--- src/rtl/flag_unit.sv ---
// rtl/flag_unit.sv - condition-code register with shadow stack and branch-condition evaluation
//
// Ports:
//   clk, rst              single clock, synchronous active-high reset
//   valid_i, op_i         flag-update request and operation (ADD/SUB/LOGIC/LOAD)
//   a_i, b_i              execute-stage operands (b_i[3:0] carries {N,Z,C,V} for LOAD)
//   mask_i                per-flag write enable {N,Z,C,V}
//   push_i, pop_i         shadow-stack save / restore of the flags
//   cond_i, cond_true_o   branch condition code and its result on flags_o
//   flags_o               registered {N,Z,C,V}
//   depth_o               shadow-stack occupancy
//   ovf_o, unf_o          sticky push-while-full / pop-while-empty
//   err_o                 one-cycle pulse after a cycle with push_i and pop_i together
module flag_unit #(
  parameter int WIDTH       = 16,
  parameter int STACK_DEPTH = 4,
  localparam int DW         = $clog2(STACK_DEPTH + 1)
) (
  input  logic             clk,
  input  logic             rst,
  input  logic             valid_i,
  input  logic [1:0]       op_i,
  input  logic [WIDTH-1:0] a_i,
  input  logic [WIDTH-1:0] b_i,
  input  logic [3:0]       mask_i,
  input  logic             push_i,
  input  logic             pop_i,
  input  logic [3:0]       cond_i,
  output logic [3:0]       flags_o,
  output logic             cond_true_o,
  output logic [DW-1:0]    depth_o,
  output logic             ovf_o,
  output logic             unf_o,
  output logic             err_o
);

  localparam logic [1:0] OP_ADD   = 2'd0;
  localparam logic [1:0] OP_SUB   = 2'd1;
  localparam logic [1:0] OP_LOGIC = 2'd2;

  logic [3:0]    flags_q, flags_d;
  logic [DW-1:0] depth_q, depth_d;
  logic          ovf_q, ovf_d;
  logic          unf_q, unf_d;
  logic          err_q, err_d;
  logic [3:0]    stack_q [STACK_DEPTH];

  logic [WIDTH:0]   sum;
  logic [WIDTH-1:0] res;
  logic [3:0]       calc;
  logic [3:0]       top;
  logic             lone_push, lone_pop, full, empty, push_ok, pop_ok;

  // Flags the ALU operation would produce; LOGIC carries C/V through so the
  // mask cannot change them.
  always_comb begin
    sum = '0;
    case (op_i)
      OP_ADD:  sum = {1'b0, a_i} + {1'b0, b_i};
      OP_SUB:  sum = {1'b0, a_i} + {1'b0, ~b_i} + {{WIDTH{1'b0}}, 1'b1};
      default: sum = '0;
    endcase
    res  = sum[WIDTH-1:0];
    calc = flags_q;
    case (op_i)
      OP_ADD: calc = {res[WIDTH-1], (res == '0), sum[WIDTH],
                      (a_i[WIDTH-1] == b_i[WIDTH-1]) && (res[WIDTH-1] != a_i[WIDTH-1])};
      OP_SUB: calc = {res[WIDTH-1], (res == '0), sum[WIDTH],
                      (a_i[WIDTH-1] != b_i[WIDTH-1]) && (res[WIDTH-1] != a_i[WIDTH-1])};
      OP_LOGIC: calc = {a_i[WIDTH-1], (a_i == '0), flags_q[1], flags_q[0]};
      default: calc = b_i[3:0];
    endcase
  end

  // Stack top lives at entry depth-1.
  always_comb begin
    top = '0;
    for (int i = 0; i < STACK_DEPTH; i++) begin
      if (depth_q == DW'(i + 1)) top = stack_q[i];
    end
  end

  // A simultaneous push and pop cancels both stack operations.
  assign lone_push = push_i && !pop_i;
  assign lone_pop  = pop_i && !push_i;
  assign full      = (depth_q == DW'(STACK_DEPTH));
  assign empty     = (depth_q == '0);
  assign push_ok   = lone_push && !full;
  assign pop_ok    = lone_pop && !empty;

  always_comb begin
    flags_d = flags_q;
    if (pop_ok) begin
      flags_d = top;
    end else if (valid_i) begin
      flags_d = (calc & mask_i) | (flags_q & ~mask_i);
    end
    depth_d = depth_q;
    if (push_ok) depth_d = depth_q + DW'(1);
    else if (pop_ok) depth_d = depth_q - DW'(1);
    ovf_d = ovf_q | (lone_push && full);
    unf_d = unf_q | (lone_pop && empty);
    err_d = push_i && pop_i;
  end

  always_ff @(posedge clk) begin
    if (rst) begin
      flags_q <= '0;
      depth_q <= '0;
      ovf_q   <= 1'b0;
      unf_q   <= 1'b0;
      err_q   <= 1'b0;
    end else begin
      flags_q <= flags_d;
      depth_q <= depth_d;
      ovf_q   <= ovf_d;
      unf_q   <= unf_d;
      err_q   <= err_d;
    end
  end

  // Stack contents need no reset; a push always saves the pre-update flags.
  always_ff @(posedge clk) begin
    for (int i = 0; i < STACK_DEPTH; i++) begin
      if (!rst && push_ok && depth_q == DW'(i)) stack_q[i] <= flags_q;
    end
  end

  always_comb begin
    cond_true_o = 1'b0;
    case (cond_i)
      4'd0:    cond_true_o = flags_q[2];
      4'd1:    cond_true_o = !flags_q[2];
      4'd2:    cond_true_o = flags_q[1];
      4'd3:    cond_true_o = !flags_q[1];
      4'd4:    cond_true_o = flags_q[3];
      4'd5:    cond_true_o = !flags_q[3];
      4'd6:    cond_true_o = flags_q[0];
      4'd7:    cond_true_o = !flags_q[0];
      4'd8:    cond_true_o = flags_q[1] && !flags_q[2];
      4'd9:    cond_true_o = !flags_q[1] || flags_q[2];
      4'd10:   cond_true_o = (flags_q[3] == flags_q[0]);
      4'd11:   cond_true_o = (flags_q[3] != flags_q[0]);
      4'd12:   cond_true_o = !flags_q[2] && (flags_q[3] == flags_q[0]);
      4'd13:   cond_true_o = flags_q[2] || (flags_q[3] != flags_q[0]);
      4'd14:   cond_true_o = 1'b1;
      default: cond_true_o = 1'b0;
    endcase
  end

  assign flags_o = flags_q;
  assign depth_o = depth_q;
  assign ovf_o   = ovf_q;
  assign unf_o   = unf_q;
  assign err_o   = err_q;

endmodule

--- config.mk ---
export PLATFORM = sky130hd
export DESIGN_NAME = flag_unit
export DESIGN_NICKNAME = d
export VERILOG_FILES = /design/src/rtl/flag_unit.sv
export SDC_FILE = /design/constraint.sdc
export NUM_CORES = 1
export LEC_CHECK = 0
export ABC_AREA = 1
export CAP_MARGIN = 20
export CORE_MARGIN = 4
export CORE_UTILIZATION = 55
export CTS_CLUSTER_DIAMETER = 120
export DETAILED_ROUTE_END_ITERATION = 8
export GPL_TIMING_DRIVEN = 1
export PLACE_DENSITY = 0.92
export SYNTH_ARGS = -nofsm -noshare
export SYNTH_HDL_FRONTEND = slang
export SYNTH_SLANG_ARGS = --single-unit
--- constraint.sdc ---
create_clock -name clk -period 4.4 [get_ports clk]
set_clock_uncertainty 0.2 [all_clocks]
set_input_delay 1.1 -clock clk [delete_from_list [all_inputs] [get_ports clk]]
set_output_delay 1.1 -clock clk [all_outputs]
set_load 0.1 [all_outputs]
# Word level (Yosys, flattened, before mapping)
# Memory sizes are Yosys's and may differ from the RTL's.
# Cells that the tools add are included.
# totals
reg_bits,10
mem_bits_rw,16
out_inout_bits,11
wordCells,108
memories,1
# classes
add_sub_neg,5
eq_ne,25
muxes,28
n_bitwise,7
reduce_logical,37
# memory_table
memory,words,word_bits,rd,rd_ports_with_merged_regs,write_ports,line_no,text
stack_q,4,4,4,0,1,46,logic [3:0] stack_q [STACK_DEPTH];
# op_table
op,count
$mux W4,9
$add A16 B16 Y17,2
$pmux W17 S2,1
$logic_not A16 Y1,2
$eq A4 B4 Y1 const B,7
$add A17 B1 Y17 const B,1
$eq A4 B3 Y1 const B,4
$logic_and A1 B1 Y1,16
$not A16 Y16,1
$pmux W1 S15,1
$pmux W4 S3,1
$reduce_or A4 Y1,3
$mux W1,11
$logic_not A1 Y1,9
$and A4 B4 Y4,2
$eq A4 B2 Y1 const B,2
$eq A3 B2 Y1 const B,2
$mux W2,3
$mux W3,2
$eq A4 B1 Y1 const B,1
$logic_not A4 Y1,1
$not A4 Y4,1
$or A4 B4 Y4,1
$reduce_bool A2 Y1,2
12 further kinds,17

# Longest topological paths before layout
# Gate-level depths: netlist of run 1.
# depth
word_depth,11
mapped_depth,20

# Worst setup path after synthesis of run 1
# OpenSTA, ideal clock, no wires.
# synth_timing
path_type,register to output
startpoint,register with a tool-made name
endpoint,output port cond_true_o
arrival_ps,2553
setup_slack_ps,547
stages_incl_launch_ff,5
path_cell_list,dfxtp_1 -> xnor2_1 -> o221ai_1 -> a2111o_1 -> nand3_1
# synth_lines
item,line_no,text
end: declaration,30,"output logic cond_true_o,"

# Final worst setup path of run 1
# layout_timing
startpoint,input port cond_i[2]
endpoint,output port cond_true_o
# layout_between
elab_chain_len,2
word_cells_on_any_way,16
classes_between,14 x eq/ne; 1 x mux; 1 x reduce/logical
# layout_rtl
item,line_no,text
start: declaration,28,"input logic [3:0] cond_i,"
$eq A4 B4 Y1 (tied with other cells),131,case (cond_i)
$pmux W1 S15 *,131,
# Mark *: on every way between the ends. The rest lies on a longest branch, timed or not.

==> flow_summary.json, run 1 <==
{
  "worstHoldPathCells": 2,
  "layout_setup_ws_ns": 0.378,
  "slowest_stage": "clkdlybuf4s50_1",
  "synth-seq-cells": 26,
  "core_region_area_um2": 6460,
  "crit_fanout": 6,
  "ant_nets": 0,
  "drtIter0Drc": 401,
  "grt_pass1_vias": 3753,
  "io_buffers": 57,
  "ys_warn_count": 0,
  "worstMarginPinSlew_ns": 0.973,
  "crit_type": "input port to output pin",
  "path_depth": 7,
  "wl_um": 10200,
  "power.total_mw": 0.946,
  "vdd_drop_max_v": 0.000177,
  "nNetsFinal": 750,
  "crit_buf_inv": 3,
  "die_w_um": 90.0,
  "cts_buffers": 3,
  "start_kind": "input port",
  "finalSetupTns_ns": 0,
  "avgRoutedWirePerCell_um": 13.9,
  "timing.fmax_mhz": 249,
  "synth_area_um2": 3700,
  "endpoint_kind": "output pin",
  "ios": 58,
  "min_path_type": "flip-flop to flip-flop",
  "synth_edf_count": 16,
  "post-route-period-util_pct": 91.4,
  "synthesis.nets": 698,
  "min_period_ns": 4.02,
  "worstSkewPairLatency_ns": 0.27,
  "relSlewSlack_pct": 34.9,
  "antenna_found_initial": 0,
  "drive_above_1_share_pct": 4.08,
  "rsz0062_at_grt": "no",
  "p_per_area_nw_per_um2": 218,
  "cts_max_level": 1,
  "post-dp-hpwl_um": 8530,
  "drv_slew": 0,
  "hold_buffers": 0,
  "overflow": 0,
  "cp.arrival_ns": 2.72,
  "cp.required_ns": 3.10,
  "initial_core_util_pct": 57.3,
  "syn_area_per_cell_um2": 6.07,
  "cts_resized": 0,
  "routabilityCongestion": 0.969,
  "async_flop_share_pct": 0,
  "drtPass1Iterations": 5,
  "status": "finished clean",
  "layout_common_cells": "nand2_1, inv_1, clkdlybuf4s50_1",
  "area_growth_pct": 17.3,
  "post-cts-setup-buffers": 0,
  "ys.flop_type": "edfxtp_1",
  "layout_commonest_cell": "nand2_1",
  "fp.dieArea_um2": 8110,
  "grt_pass1_wl_um": 17200,
  "p_leak_nw": 2.27,
  "clock-sinks": 26,
  "cts_tree": "yes",
  "reg2regPathDepth": 7,
  "cp_cell_sequence": "clkdlybuf4s50_1, nand2_1, inv_1, o221ai_1, a2111o_1, nand3_1, buf_12",
  "hold_viol": 0,
  "dpl_worst_slack_ns": 0.397,
  "die_h_um": 90.0,
  "clk_path_buf_depth": 2,
  "vias": 4077,
  "num_rows": 29,
  "max-cap-violations": 0,
  "num_antenna_cells": 0,
  "clk_pin_slew_ns": 0.09,
  "postSynthCellCount": 610,
  "track_usage_pct": 25.0,
  "viasPerCell": 5.52,
  "grt_max_degree": 15,
  "cts-root-buf": "clkbuf_8",
  "yosysUniqueCellTypes": 39,
  "drc": 0,
  "critPathTopFamily": "buffers and inverters",
  "setup_violations": 0,
  "yosysSeqAreaShare_pct": 18.4,
  "cp_slowest_stage_delay_ns": 0.58
}
logic make-up (layout without fill, tap and decap cells):
group / Yosys count / after routing / synth area share [%]
flip-flops: 26 / 26 / 18.4
XOR/XNOR: 11 / 11 / 2.60
AO/OA/AOI/OAI: 70 / 70 / 11.2
buffers and inverters: 128 / 179 / 14.2
adder cells (fa/ha/maj): 41 / 41 / 14.3
AND/OR/NAND/NOR: 334 / 334 / 39.4
final cells by class:
| cell class | instances | area [µm²] |
|---|---|---|
| Fill cell | 580 | 2120 |
| Inverter | 118 | 443 |
| Tap cell | 77 | 96.3 |
| Clock inverter | 1 | 3.75 |
| Clock buffer | 3 | 41.3 |
| Sequential cell | 26 | 681 |
| Timing Repair Buffer | 57 | 581 |
| Multi-Input combinational cell | 456 | 2500 |
power by group:
part | leakage (nW) | switching [mW] | internal, mW
combinational | 2.01 | 0.338 | 0.181
sequential | 0.229 | 0.0159 | 0.272
clock | 0.0231 | 0.0758 | 0.0626
Yosys cell counts (2+ instances only):
library cell | instances | area [µm²]
a21oi_1 | 25 | 125
a21oi_2 | 2 | 17.5
a31oi_1 | 8 | 50.1
and2_1 | 4 | 25.0
buf_2 | 2 | 10.0
buf_4 | 5 | 37.5
buf_6 | 3 | 33.8
dfxtp_1 | 10 | 200
edfxtp_1 | 16 | 480
fa_1 | 2 | 40.0
ha_1 | 39 | 488
inv_1 | 115 | 432
inv_2 | 3 | 11.3
nand2_1 | 186 | 698
nand2_2 | 9 | 56.3
nand3_1 | 52 | 260
nand3_2 | 3 | 30.0
nand4_1 | 12 | 75.1
nor2_1 | 54 | 203
nor3_1 | 4 | 20.0
nor4_1 | 4 | 25.0
o21ai_0 | 18 | 90.1
o21bai_1 | 2 | 15.0
o221ai_1 | 4 | 35.0
o22ai_1 | 5 | 31.3
xnor2_1 | 3 | 26.3
xor2_1 | 8 | 70.1
worst paths after layout:
| path | startpoint | endpoint | slack, ns |
|---|---|---|---|
| max | cond_i[2] | cond_true_o | 0.38 |
| min | unf_o | unf_o | 0.28 |
| max reg2reg | depth_o[0] | stack_q[0][0] | 1.96 |
| min reg2reg | unf_o | unf_o | 0.28 |
metal layers:
metal | up-vias | track usage (%) | part of all wire [%]
li1 | 2048 | - | -
met1 | 1811 | 34.5 | 43
met2 | 199 | 42.4 | 46
met3 | 19 | 2.92 | 8.8
met4 | 0 | 4.46 | 1.5
met5 | - | 0 | 0
worst min-delay path, cell delays in order (launching register included):
cell and delay [ns]:
dfxtp_1 0.34, a31oi_1 0.04, nor2_1 0.07
through the flow:
stage | utilization (%) | cell area (µm²) | std cells | hold WS [ns]
floorplan | - | 3700 | 610 | 0.397
global placement | 66.5 | 4300 | 734 | 0.251
detailed placement | 66.5 | 4300 | 734 | 0.260
CTS | 67.2 | 4340 | 738 | 0.281
global route | 67.2 | 4340 | 738 | 0.299
finish | 67.2 | 4340 | 738 | 0.278
(Power assumes the default switching activity.)
==> run 2: changes to the inputs <==
--- a/constraint.sdc
+++ b/constraint.sdc
@@ -3,3 +3,3 @@
 set_input_delay 1.1 -clock clk [delete_from_list [all_inputs] [get_ports clk]]
 set_output_delay 1.1 -clock clk [all_outputs]
-set_load 0.1 [all_outputs]
+set_load 0.01 [all_outputs]
==> run 2 against run 1 <==
  * Power down 7.2%
  * Critical path depth unchanged
  * Highest routed layer unchanged
  * Register-to-register slack worse by 0.10 ns
==> flow_summary.json, run 2 (synthesized netlist as in run 1, its figures left out) <==
{
  "status": "finished clean",
  "min_path_type": "flip-flop to flip-flop",
  "slowest_stage": "clkdlybuf4s50_1",
  "antenna_found_initial": 0,
  "cts_max_level": 1,
  "critPathTopFamily": "buffers and inverters",
  "cp.required_ns": 3.10,
  "hp-start": "ovf_o",
  "clock-sinks": 26,
  "wl_um": 10700,
  "p_per_area_nw_per_um2": 203,
  "rsz0062_at_grt": "no",
  "drive_above_1_share_pct": 3.93,
  "worstHoldPathCells": 2,
  "crit_buf_inv": 3,
  "drtPass1Iterations": 5,
  "cts-root-buf": "clkbuf_8",
  "ant_nets": 0,
  "cts_buffers": 3,
  "initial_core_util_pct": 57.3,
  "holdWs_ns": 0.293,
  "cp_slowest_stage_delay_ns": 0.56,
  "area_growth_pct": 17.1,
  "track_usage_pct": 25.0,
  "finalSetupTns_ns": 0,
  "crit_type": "input port to output pin",
  "relSlewSlack_pct": 69.5,
  "finalNonFillerCells": 738,
  "clk_path_buf_depth": 2,
  "avgRoutedWirePerCell_um": 14.5,
  "post-cts-setup-buffers": 0,
  "timing.fmax_mhz": 233,
  "grt_max_degree": 15,
  "crit_fanout": 6,
  "post-route-period-util_pct": 97.4,
  "cp.arrival_ns": 2.99,
  "core_region_area_um2": 6460,
  "die_h_um": 90.0,
  "clk_pin_slew_ns": 0.09,
  "hold_viol": 0,
  "cp_cell_sequence": "clkdlybuf4s50_1, nand2_1, inv_1, o221ai_1, a2111o_1, nand3_1, clkdlybuf4s50_1",
  "r2r-start": "depth_o[0]",
  "nNetsFinal": 750,
  "io_buffers": 57,
  "drc": 0,
  "max-cap-violations": 0,
  "hold_buffers": 0,
  "dp_cells": 734,
  "num_antenna_cells": 0,
  "cp_common_cell": "clkdlybuf4s50_1",
  "viasPerCell": 5.64,
  "p_leak_nw": 2.27,
  "cts_tree": "yes",
  "hold_end": "ovf_o",
  "vias": 4163,
  "reg2regPathDepth": 7,
  "drv_slew": 0,
  "overflow": 0,
  "post-dp-hpwl_um": 8790,
  "grt_pass1_vias": 3901,
  "num_rows": 29,
  "drtIter0Drc": 345,
  "cts_resized": 0,
  "endpoint_kind": "output pin",
  "min_period_ns": 4.29,
  "worstSkewPairLatency_ns": 0.27,
  "die_w_um": 90.0,
  "layout_commonest_cell": "nand2_1",
  "start_kind": "input port",
  "ios": 58,
  "worstMarginPinSlew_ns": 0.453,
  "routabilityCongestion": 0.971,
  "grt_pass1_wl_um": 17200,
  "setup_violations": 0,
  "rr_endpoint": "stack_q[3][1]",
  "fp.dieArea_um2": 8110,
  "vdd_drop_max_v": 0.000142,
  "r2r_setup_slack_ns": 1.86,
  "layout_common_cells": "nand2_1, inv_1, clkdlybuf4s50_1"
}
## run 2: cell count changes in the layout (fill, tap and decap cells not counted)
cell | previous run | this run
buf_12 | 1 | 0
dlymetal6s2s_1 | 0 | 1
clkbuf_1 | 0 | 1
clkinv_1 | 1 | 0
## run 2: metal layers
metal	part of all wire [%]	global-route usage (%)	wire, µm
met1	43	33.2	4570
met2	45	41.4	4850
met3	8.7	3.84	928
met4	3.0	8.55	321
met5	0	0	0
## run 2: area by class of cell
cell class	count	area [µm²]
Multi-Input combinational cell	456	2500
Fill cell	577	2120
Sequential cell	26	681
Timing Repair Buffer	57	573
Inverter	118	443
Tap cell	77	96.3
Clock buffer	4	45.0
## run 2: worst min-delay path, stage by stage, from the launching register on
cell and delay, ns:
dfxtp_1 0.35, a31oi_1 0.04, nor2_1 0.07
## run 2: worst max-delay path by stage
stage / depth (start not counted) / startpoint / slack [ns] / endpoint
after floorplan: 5 / cond_i[2] / 1.31 / cond_true_o
after global placement: 7 / cond_i[2] / 0.21 / cond_true_o
after detailed placement: 7 / cond_i[3] / 0.11 / cond_true_o
after CTS: 7 / cond_i[3] / 0.10 / cond_true_o
after global routing: 7 / cond_i[2] / 0.01 / cond_true_o
final: 7 / cond_i[2] / 0.11 / cond_true_o
## run 2: where the power goes
group | switching (mW) | total (mW) | internal, mW | leakage (nW)
Clock | 0.0744 | 0.139 | 0.0649 | 0.0228
Combinational | 0.272 | 0.450 | 0.178 | 2.02
Sequential | 0.0167 | 0.289 | 0.272 | 0.229
Total | 0.363 | 0.878 | 0.515 | 2.27
## run 2: per-stage QoR
stage          total power, mW  util [%]  setup slack, ns  instance area [µm²]
3_3_place_gp             0.718      66.4            0.206                 4290
2_1_floorplan            0.589         -             1.31                 3700
4_1_cts                  0.869      67.1            0.100                 4330
3_5_place_dp             0.732      66.4            0.109                 4290
6_report                 0.878      67.1            0.113                 4330
5_1_grt                  0.938      67.1           0.0109                 4330
